===== config.mk =====
export PLATFORM = sky130hd
export DESIGN_NAME = muldiv_sequencer_flat
export DESIGN_NICKNAME = d
export VERILOG_FILES = /design/src/rtl/muldiv_sequencer_if.sv /design/src/rtl/muldiv_sequencer.sv /design/src/flat_wrapper.sv
export SDC_FILE = /design/constraint.sdc
export NUM_CORES = 1
export LEC_CHECK = 0
export ABC_AREA = 1
export ABC_CLOCK_PERIOD_IN_PS = 3410
export CORE_MARGIN = 2
export CORE_UTILIZATION = 44
export CTS_CLUSTER_DIAMETER = 80
export DETAILED_ROUTE_END_ITERATION = 8
export SLEW_MARGIN = 40
export SYNTH_ARGS = -nofsm -noshare
export SYNTH_HDL_FRONTEND = slang
export SYNTH_SLANG_ARGS = --single-unit

===== constraint.sdc =====
create_clock -name Clk -period 3.41 [get_ports Clk]
set_clock_uncertainty 0.2 [all_clocks]
set_input_delay 0.682 -clock Clk [delete_from_list [all_inputs] [get_ports Clk]]
set_output_delay 0.682 -clock Clk [all_outputs]
set_load 0.01 [all_outputs]

===== src/rtl/muldiv_sequencer_if.sv =====
// ID-stage <-> multiply/divide sequencer bundle: issue, HI/LO access and status.
interface muldiv_sequencer_if #(
  parameter int unsigned WIDTH = 32
);
  logic             Start;
  logic [1:0]       Op;
  logic [WIDTH-1:0] A;
  logic [WIDTH-1:0] B;
  logic             Rd_hilo;
  logic             Wr_hi;
  logic             Wr_lo;
  logic [WIDTH-1:0] Wdata;
  logic [WIDTH-1:0] Hi;
  logic [WIDTH-1:0] Lo;
  logic             Busy;
  logic             Stall;
  logic             Done;

  modport master (
    output Start, Op, A, B, Rd_hilo, Wr_hi, Wr_lo, Wdata,
    input  Hi, Lo, Busy, Stall, Done
  );

  modport slave (
    input  Start, Op, A, B, Rd_hilo, Wr_hi, Wr_lo, Wdata,
    output Hi, Lo, Busy, Stall, Done
  );
endinterface


===== src/rtl/muldiv_sequencer.sv =====
// Iterative MULT/MULTU/DIV/DIVU unit owning HI/LO: shift-add multiply and
// restoring divide over WIDTH cycles, followed by a sign-fixup cycle.
module muldiv_sequencer #(
  parameter int unsigned WIDTH = 32
) (
  input logic                Clk,
  input logic                Clrn,
  muldiv_sequencer_if.slave  bus
);
  localparam int unsigned DW    = 2 * WIDTH;
  localparam int unsigned CNT_W = (WIDTH > 1) ? $clog2(WIDTH) : 1;

  typedef enum logic [1:0] {IDLE, CALC, FIX} state_e;

  state_e             state_q, state_d;
  logic [CNT_W-1:0]   cnt_q, cnt_d;
  logic [DW-1:0]      acc_q, acc_d;
  logic [WIDTH-1:0]   a_q, a_d;
  logic [WIDTH-1:0]   b_q, b_d;
  logic [WIDTH-1:0]   hi_q, hi_d;
  logic [WIDTH-1:0]   lo_q, lo_d;
  logic               is_div_q, is_div_d;
  logic               dbz_q, dbz_d;
  logic               neg_res_q, neg_res_d;
  logic               neg_rem_q, neg_rem_d;
  logic               done_q, done_d;
  logic               busy_q, busy_d;

  logic               sign_a, sign_b;
  logic [WIDTH-1:0]   mag_a, mag_b;
  logic [WIDTH:0]     mul_sum;
  logic [WIDTH:0]     div_shift;
  logic [WIDTH-1:0]   div_rem;
  logic               div_ge;
  logic [DW-1:0]      prod_fix;

  assign bus.Hi    = hi_q;
  assign bus.Lo    = lo_q;
  assign bus.Busy  = busy_q;
  assign bus.Done  = done_q;
  assign bus.Stall = busy_q & (bus.Start | bus.Rd_hilo | bus.Wr_hi | bus.Wr_lo);

  // Next-state, datapath iteration and HI/LO update
  always_comb begin
    state_d   = state_q;
    cnt_d     = cnt_q;
    acc_d     = acc_q;
    a_d       = a_q;
    b_d       = b_q;
    hi_d      = hi_q;
    lo_d      = lo_q;
    is_div_d  = is_div_q;
    dbz_d     = dbz_q;
    neg_res_d = neg_res_q;
    neg_rem_d = neg_rem_q;
    done_d    = 1'b0;

    sign_a    = bus.Op[0] & bus.A[WIDTH-1];
    sign_b    = bus.Op[0] & bus.B[WIDTH-1];
    mag_a     = sign_a ? (~bus.A + WIDTH'(1)) : bus.A;
    mag_b     = sign_b ? (~bus.B + WIDTH'(1)) : bus.B;
    mul_sum   = {1'b0, acc_q[DW-1:WIDTH]} + (a_q[0] ? {1'b0, b_q} : {(WIDTH+1){1'b0}});
    div_shift = {acc_q[WIDTH-1:0], a_q[WIDTH-1]};
    div_ge    = (div_shift >= {1'b0, b_q});
    div_rem   = div_shift[WIDTH-1:0] - b_q;
    prod_fix  = neg_res_q ? (~acc_q + DW'(1)) : acc_q;

    unique case (state_q)
      IDLE: begin
        if (bus.Start) begin
          is_div_d  = bus.Op[1];
          neg_res_d = sign_a ^ sign_b;
          neg_rem_d = sign_a;
          b_d       = mag_b;
          acc_d     = '0;
          cnt_d     = '0;
          if (bus.Op[1] && (bus.B == '0)) begin
            // Keep the raw dividend: it becomes HI on divide-by-zero
            dbz_d   = 1'b1;
            a_d     = bus.A;
            state_d = FIX;
          end else begin
            dbz_d   = 1'b0;
            a_d     = mag_a;
            state_d = CALC;
          end
        end else begin
          if (bus.Wr_hi) hi_d = bus.Wdata;
          if (bus.Wr_lo) lo_d = bus.Wdata;
        end
      end
      CALC: begin
        if (is_div_q) begin
          acc_d = {{WIDTH{1'b0}}, (div_ge ? div_rem : div_shift[WIDTH-1:0])};
          a_d   = {a_q[WIDTH-2:0], div_ge};
        end else begin
          acc_d = {mul_sum, acc_q[WIDTH-1:1]};
          a_d   = a_q >> 1;
        end
        cnt_d = cnt_q + CNT_W'(1);
        if (cnt_q == CNT_W'(WIDTH - 1)) state_d = FIX;
      end
      FIX: begin
        if (dbz_q) begin
          hi_d = a_q;
          lo_d = '1;
        end else if (is_div_q) begin
          lo_d = neg_res_q ? (~a_q + WIDTH'(1)) : a_q;
          hi_d = neg_rem_q ? (~acc_q[WIDTH-1:0] + WIDTH'(1)) : acc_q[WIDTH-1:0];
        end else begin
          hi_d = prod_fix[DW-1:WIDTH];
          lo_d = prod_fix[WIDTH-1:0];
        end
        done_d  = 1'b1;
        state_d = IDLE;
      end
      default: state_d = IDLE;
    endcase

    busy_d = (state_d != IDLE);
  end

  // State and datapath registers
  always_ff @(posedge Clk or negedge Clrn) begin
    if (!Clrn) begin
      state_q   <= IDLE;
      cnt_q     <= '0;
      acc_q     <= '0;
      a_q       <= '0;
      b_q       <= '0;
      hi_q      <= '0;
      lo_q      <= '0;
      is_div_q  <= 1'b0;
      dbz_q     <= 1'b0;
      neg_res_q <= 1'b0;
      neg_rem_q <= 1'b0;
      done_q    <= 1'b0;
      busy_q    <= 1'b0;
    end else begin
      state_q   <= state_d;
      cnt_q     <= cnt_d;
      acc_q     <= acc_d;
      a_q       <= a_d;
      b_q       <= b_d;
      hi_q      <= hi_d;
      lo_q      <= lo_d;
      is_div_q  <= is_div_d;
      dbz_q     <= dbz_d;
      neg_res_q <= neg_res_d;
      neg_rem_q <= neg_rem_d;
      done_q    <= done_d;
      busy_q    <= busy_d;
    end
  end
endmodule

===== src/flat_wrapper.sv =====
// flat-port wrapper written by rule: the top's interface ports become plain ports
module muldiv_sequencer_flat 
#(
  parameter int unsigned WIDTH = 32
)
  (Clk, Clrn, bus_Start, bus_Op, bus_A, bus_B, bus_Rd_hilo, bus_Wr_hi, bus_Wr_lo, bus_Wdata, bus_Hi, bus_Lo, bus_Busy, bus_Stall, bus_Done);
  muldiv_sequencer_if #(.WIDTH(WIDTH)) bus_i ();
  input logic Clk;
  input logic Clrn;
  input wire logic [$bits(bus_i.Start)-1:0] bus_Start;
  input wire logic [$bits(bus_i.Op)-1:0] bus_Op;
  input wire logic [$bits(bus_i.A)-1:0] bus_A;
  input wire logic [$bits(bus_i.B)-1:0] bus_B;
  input wire logic [$bits(bus_i.Rd_hilo)-1:0] bus_Rd_hilo;
  input wire logic [$bits(bus_i.Wr_hi)-1:0] bus_Wr_hi;
  input wire logic [$bits(bus_i.Wr_lo)-1:0] bus_Wr_lo;
  input wire logic [$bits(bus_i.Wdata)-1:0] bus_Wdata;
  output wire logic [$bits(bus_i.Hi)-1:0] bus_Hi;
  output wire logic [$bits(bus_i.Lo)-1:0] bus_Lo;
  output wire logic [$bits(bus_i.Busy)-1:0] bus_Busy;
  output wire logic [$bits(bus_i.Stall)-1:0] bus_Stall;
  output wire logic [$bits(bus_i.Done)-1:0] bus_Done;
  assign bus_i.Start = bus_Start;
  assign bus_i.Op = bus_Op;
  assign bus_i.A = bus_A;
  assign bus_i.B = bus_B;
  assign bus_i.Rd_hilo = bus_Rd_hilo;
  assign bus_i.Wr_hi = bus_Wr_hi;
  assign bus_i.Wr_lo = bus_Wr_lo;
  assign bus_i.Wdata = bus_Wdata;
  assign bus_Hi = bus_i.Hi;
  assign bus_Lo = bus_i.Lo;
  assign bus_Busy = bus_i.Busy;
  assign bus_Stall = bus_i.Stall;
  assign bus_Done = bus_i.Done;
  muldiv_sequencer #(.WIDTH(WIDTH)) u_core (.Clk(Clk), .Clrn(Clrn), .bus(bus_i));
endmodule

Yosys cells after proc, flatten, opt, wreduce, memory -nomap -nowiden
Index checks and enable logic that the tools add are counted.

$lt $le $gt $ge: 1. Equal/unequal tests: 7. Muxes and demuxes: 32. Add/sub/neg operators: 8. Bitwise logic cells: 12. Reductions and logical operators: 10.

Operators with widths (count): 32-bit 2-to-1 mux (17); 64-bit 2-to-1 mux (3); 32-bit one-hot mux with 2 select lines (3); 32-bit by 1-bit adder with 32-bit output (second input constant) (4); 32-bit inverter (4); 64-bit one-hot mux with 2 select lines (1); 64-bit by 1-bit adder with 64-bit output (second input constant) (1); 64-bit inverter (1); 32-bit by 33-bit adder with 33-bit output (1); 33-bit by 32-bit greater-or-equal comparator with 1-bit output (1); 32-bit logical NOT (1); 32-bit subtractor (1); 5-bit one-hot mux with 2 select lines (1); 2-bit != test (second input constant) (4); 2-bit 2-to-1 mux (3); 3-bit AND reduction (2); 2-bit nonzero test (3); 5-bit by 1-bit adder with 5-bit output (second input constant) (1); 5-bit == test (second input constant) (1); 5-bit 2-to-1 mux (1); 2-bit one-hot mux with 2 select lines (1); 2-bit AND reduction (2); 1-bit bitwise AND (3); 1-bit OR (3); 6 further kinds (7).

Input bits: 104. Output and inout port bits: 67. Register bits: 205. Word-level logic and storage cells: 83.

Longest topological paths before layout
Depth after elaboration: 6. Gate-level depth with buffers: 21. Gate-level depth less buffers: 19.

Worst setup path before layout
OpenSTA, ideal clock, no wires.

Path kind: register -> register. Start: reg u_core.a_q[0]. End: reg u_core.acc_q[55]. Setup slack: 689 ps. Period minus slack after synthesis: 2721 ps. Path buffers: 2. Stages on the path, launching flop included: 20. Data arrival time: 2404 ps. Required time: 3093 ps. Setup time: 117 ps. Cell sequence: dfrtp_1 > buf_2 > buf_1 > nand2_1 > inv_1 > ha_1 > inv_1 > fa_1 > inv_1 > nand3_1 > nand2_1 > a21oi_1 > o21bai_1 > nand3_1 > nand2_1 > nand2_1 > nand2_1 > nand2_1 > nand3_1 > nand2_1.

Word-level cells in the longest chain between the ends: 4.

Ends and longest elaborated chain: start: declaration (RTL line muldiv_sequencer.sv:18) `logic [WIDTH-1:0] a_q, a_d;`; start signal: assignment (RTL line muldiv_sequencer.sv:129) `a_q <= '0;`; start signal: assignment (RTL line muldiv_sequencer.sv:143) `a_q <= a_d;`; 32-bit 2-to-1 mux (RTL line muldiv_sequencer.sv:62) `mul_sum = {1'b0, acc_q[DW-1:WIDTH]} + (a_q[0] ? {1'b0, b_q} : {(WIDTH+1){1'b0}});`; 32-bit by 33-bit adder with 33-bit output (RTL line muldiv_sequencer.sv:62); 64-bit 2-to-1 mux (RTL line muldiv_sequencer.sv:93) `if (is_div_q) begin`; 64-bit one-hot mux with 2 select lines (RTL line muldiv_sequencer.sv:68) `unique case (state_q)`; end signal: assignment (RTL line muldiv_sequencer.sv:128) `acc_q <= '0;`; end signal: assignment (RTL line muldiv_sequencer.sv:142) `acc_q <= acc_d;`; end: declaration (RTL line muldiv_sequencer.sv:17) `logic [DW-1:0] acc_q, acc_d;`.

Every way passes these cells. A chain may end at the register's enable or synchronous reset.

Worst setup path after layout
Start: reg u_core.a_q[0]. End: reg u_core.acc_q[62].

Same word-level chain as after synthesis.

==> impl_metrics.json <==
{
  "die_h_um": 220,
  "finalHoldViolCount": 0,
  "core-area_um2": 46300,
  "setup-tns-final_ns": 0,
  "critPathTopFamily": "simple AND/OR/NAND/NOR gates",
  "hpwlAfterDp_um": 71700,
  "seqPwrFrac_pct": 19.9,
  "dpl_cell_area_um2": 22900,
  "drcViolationCount": 0,
  "path_max_fanout": 13,
  "num_antenna_cells": 0,
  "area_growth_pct": 17.3,
  "avgSynthCellArea_um2": 5.93,
  "critPathRequiredTime_ns": 3.70,
  "synth_cells": 3455,
  "dieWidth_um": 220,
  "track_usage_pct": 36.5,
  "syn-cell-area_um2": 20500,
  "ys_top_cells_by_area": "dfrtp_1 (25%), nand2_1 (18%), nor2_1 (8.6%)",
  "ant_nets": 0,
  "start_util_pct": 44.3,
  "pwr-share-clk_pct": 12.7,
  "drive_above_1_share_pct": 5.99,
  "p_switching_mw": 15.0,
  "ys_ff_latch": 205,
  "die_area_um2": 48300,
  "wl_um": 90100,
  "drtPass1Iterations": 7,
  "cts_num_sinks": 205,
  "routedWlPerCell_um": 21.4,
  "portBuffers": 170,
  "slew_violations": 0,
  "synth_top_cell_by_area": "dfrtp_1",
  "maxCapViolations": 0,
  "cts.reportedPaths.clkPinSlew_ns": 0.06,
  "cpMostUsedCell": "nand2_1",
  "irDropWorstVdd_mv": 0.962,
  "yosysSeqAreaShare_pct": 25.1,
  "grt_max_degree": 77,
  "p_leak_nw": 11.4,
  "worstMarginPinSlew_ns": 0.847,
  "path_class": "reg2reg",
  "synth_top_flop_cell": "dfrtp_1",
  "top_level_ports": 171,
  "slowest_stage": "dfrtp_1",
  "rsz0062_at_grt": "no",
  "fin_crit_sh_pct": 91.3,
  "async_flop_share_pct": 100,
  "grt_pass1_wl_um": 134000,
  "cts_buffers": 28,
  "critPathArrivalTime_ns": 3.41,
  "clock.fmax_ghz": 0.321,
  "hp-class": "reg2reg",
  "min_period_ns": 3.11,
  "nNetsFinal": 3758,
  "gp_congestion": 1.05,
  "num_rows": 79,
  "setup_viol": 0,
  "cts_tree": "built",
  "design_area_um2": 24000,
  "cts_max_level": 1,
  "num_vias": 24296,
  "sw_frac_of_total_pct": 56.1,
  "clk_latency_ns": 0.61,
  "power.density_nw_per_um2": 1110,
  "slew_headroom_pct": 43.5,
  "syn-num-nets": 3631,
  "max_stage_delay_ns": 0.58,
  "synth_edf_count": 0,
  "crit_path_end_kind": "register",
  "synth.distinct_cells": 59,
  "antenna_found_initial": 3,
  "cts_setup_buffers": 0,
  "outcome": "finished clean",
  "critPathBufInv": 2,
  "ys_warn_count": 0,
  "cts_root_buffer": "clkbuf_16",
  "p_comb_share_pct": 67.4,
  "viasPerCell": 5.77,
  "grt_pass1_vias": 22009,
  "crit_chain": "buf_4 > nand2_1 > inv_1 > ha_1 > a21oi_1 > nand2_1 > a21oi_1 > o21ai_1 > nand3_1 > nand2_1 > nand2_1 > nand3_1 > nand3_1 > nand2_1",
  "gr-total-overflow": 0,
  "drt-initial-drc-count": 3059,
  "netlist.area_leader.share_pct": 25.1,
  "critPathLaunchType": "register",
  "intPower_mw": 11.8,
  "clockBufferDepth": 3
}
==> cell families (layout without fill, tap and decap cells) <==
family	Yosys count	count (layout)	synth area share (%)
buffers and inverters	540	689	10.3
XOR/XNOR	65	65	2.78
flip-flops	205	205	25.1
AND/OR/NAND/NOR	1952	1952	40.9
AO/OA/AOI/OAI	621	621	16.5
adder cells (fa/ha/maj)	72	72	4.47
==> path summary, 6_finish.rpt <==
path | from | endpoint | slack [ns] | depth (start not counted)
max | u_core.a_q[0] | u_core.acc_q[62] | 0.30 | 14
min reg2reg | u_core.bus.Lo[7] | u_core.bus.Lo[7] | 0.29 | 2
max reg2reg | u_core.a_q[0] | u_core.acc_q[62] | 0.30 | 14
min | u_core.bus.Lo[7] | u_core.bus.Lo[7] | 0.29 | 2
min in group asynchronous | Clrn | u_core.acc_q[21] | 0.43 | 2
max in group asynchronous | Clrn | u_core.dbz_q | 1.82 | 3
==> routing by layer <==
| metal | GRT usage (%) | share of wire [%] | up-vias |
|---|---|---|---|
| li1 | - | - | 11505 |
| met1 | 53.0 | 44 | 11403 |
| met2 | 54.7 | 42 | 1220 |
| met3 | 6.32 | 9.7 | 162 |
| met4 | 11.7 | 3.7 | 6 |
| met5 | 0 | 0.051 | - |
==> worst register-to-register path, stage by stage, from the launching register on <==
cell     delay, ns
dfrtp_1       0.58
buf_4         0.27
nand2_1       0.07
inv_1         0.06
ha_1          0.26
a21oi_1       0.23
nand2_1       0.10
a21oi_1       0.32
o21ai_1       0.20
nand3_1       0.11
nand2_1       0.17
nand2_1       0.19
nand3_1       0.09
nand3_1       0.09
nand2_1       0.05
==> layout by cell type, fill, tap and decap left out, types with 6 or more instances in the layout <==
master           netlist  routed
nand2_1              982     982
nor2_1               470     467
inv_1                380     378
a21oi_1              342     342
nand3_1              336     336
dfrtp_1              205     202
clkdlybuf4s50_1        0     169
o21ai_0              142     142
ha_1                  70      70
buf_4                  0      56
nand4_1               46      46
xor2_1                43      43
o21ai_1               31      31
clkbuf_16              0      28
nor3_1                28      27
nand3_2               25      25
xnor2_1               22      22
o21bai_1              19      19
inv_2                 18      18
o211ai_1              16      16
nor2_2                14      15
o22ai_1               12      12
nand3b_1              11      11
a221oi_1              10      10
a21oi_2               10      10
a31oi_1               10      10
clkbuf_8               0       9
nor4_1                 7       7
nand2_2                7       7
clkinv_1               5       6
nor2_4                 4       6
a21o_1                 6       6
bufinv_16              0       6
buf_12                 0       6
==> stage by stage <==
stage               hold WS [ns]  utilization (%)  power (mW)  instances  setup slack, ns
floorplan                  0.186                -        16.2       3455            0.689
global placement           0.265             49.6        22.7       4158            0.301
detailed placement         0.280             49.6        22.8       4158            0.235
CTS                        0.295             51.9        26.3       4211            0.382
global route               0.332             51.9        28.7       4211           0.0612
finish                     0.295             51.9        26.8       4211            0.295
==> cell usage after synthesis, types with 4 or more instances <==
library cell  instances
nor4_1                7
o21ai_0             142
nand2_1             982
xor2_1               43
inv_1               380
a31oi_1              10
nand2_2               7
ha_1                 70
buf_2                25
and2_1                4
o22ai_1              12
nor3_1               28
clkbuf_1             88
nor2_1              470
a21oi_2              10
dfrtp_1             205
nor2_2               14
o2111ai_1             4
inv_2                18
a221oi_1             10
nand4_1              46
nand3b_1             11
o211ai_1             16
a21oi_1             342
a21o_1                6
clkinv_1              5
o21bai_1             19
xnor2_1              22
buf_1                17
nor2_4                4
a21boi_0              4
nand3_1             336
nand3_2              25
buf_6                 7
o21ai_1              31
==> registers in the layout, indices dropped and copies added, names as in the netlist <==
signal            flops
u_core.cnt_q          5
u_core.is_div_q       1
u_core.bus.Done       1
u_core.state_q        2
u_core.bus.Busy       1
u_core.a_q           32
u_core.neg_res_q      1
u_core.bus.Hi        32
u_core.bus.Lo        32
u_core.neg_rem_q      1
u_core.acc_q         64
u_core.dbz_q          1
u_core.b_q           32
==> final cells by class <==
cell class | instances | area [um^2]
fill | 4885 | 22200
multi-input combinational | 2710 | 13300
sequential | 205 | 5140
timing repair buffer | 234 | 2270
inverter | 403 | 1510
clock buffer | 37 | 815
tap | 607 | 759
clock inverter | 15 | 268
==> power groups by stage <==
stage / registers (mW) / logic [mW] / clock network [mW]
5_1_grt: 5.40 / 19.7 / 3.55
4_1_cts: 5.24 / 17.7 / 3.43
2_1_floorplan: 4.72 / 11.4 / 0
3_5_place_dp: 5.27 / 17.6 / 0
3_3_place_gp: 5.25 / 17.5 / 0
6_report: 5.32 / 18.0 / 3.41
==> repair_timing <==
item	CTS	global route
endpoints found under the hold margin	45	0
hold buffers	1	0
gates resized for setup	0	0
No activity file was read; power rests on OpenSTA's default activity.
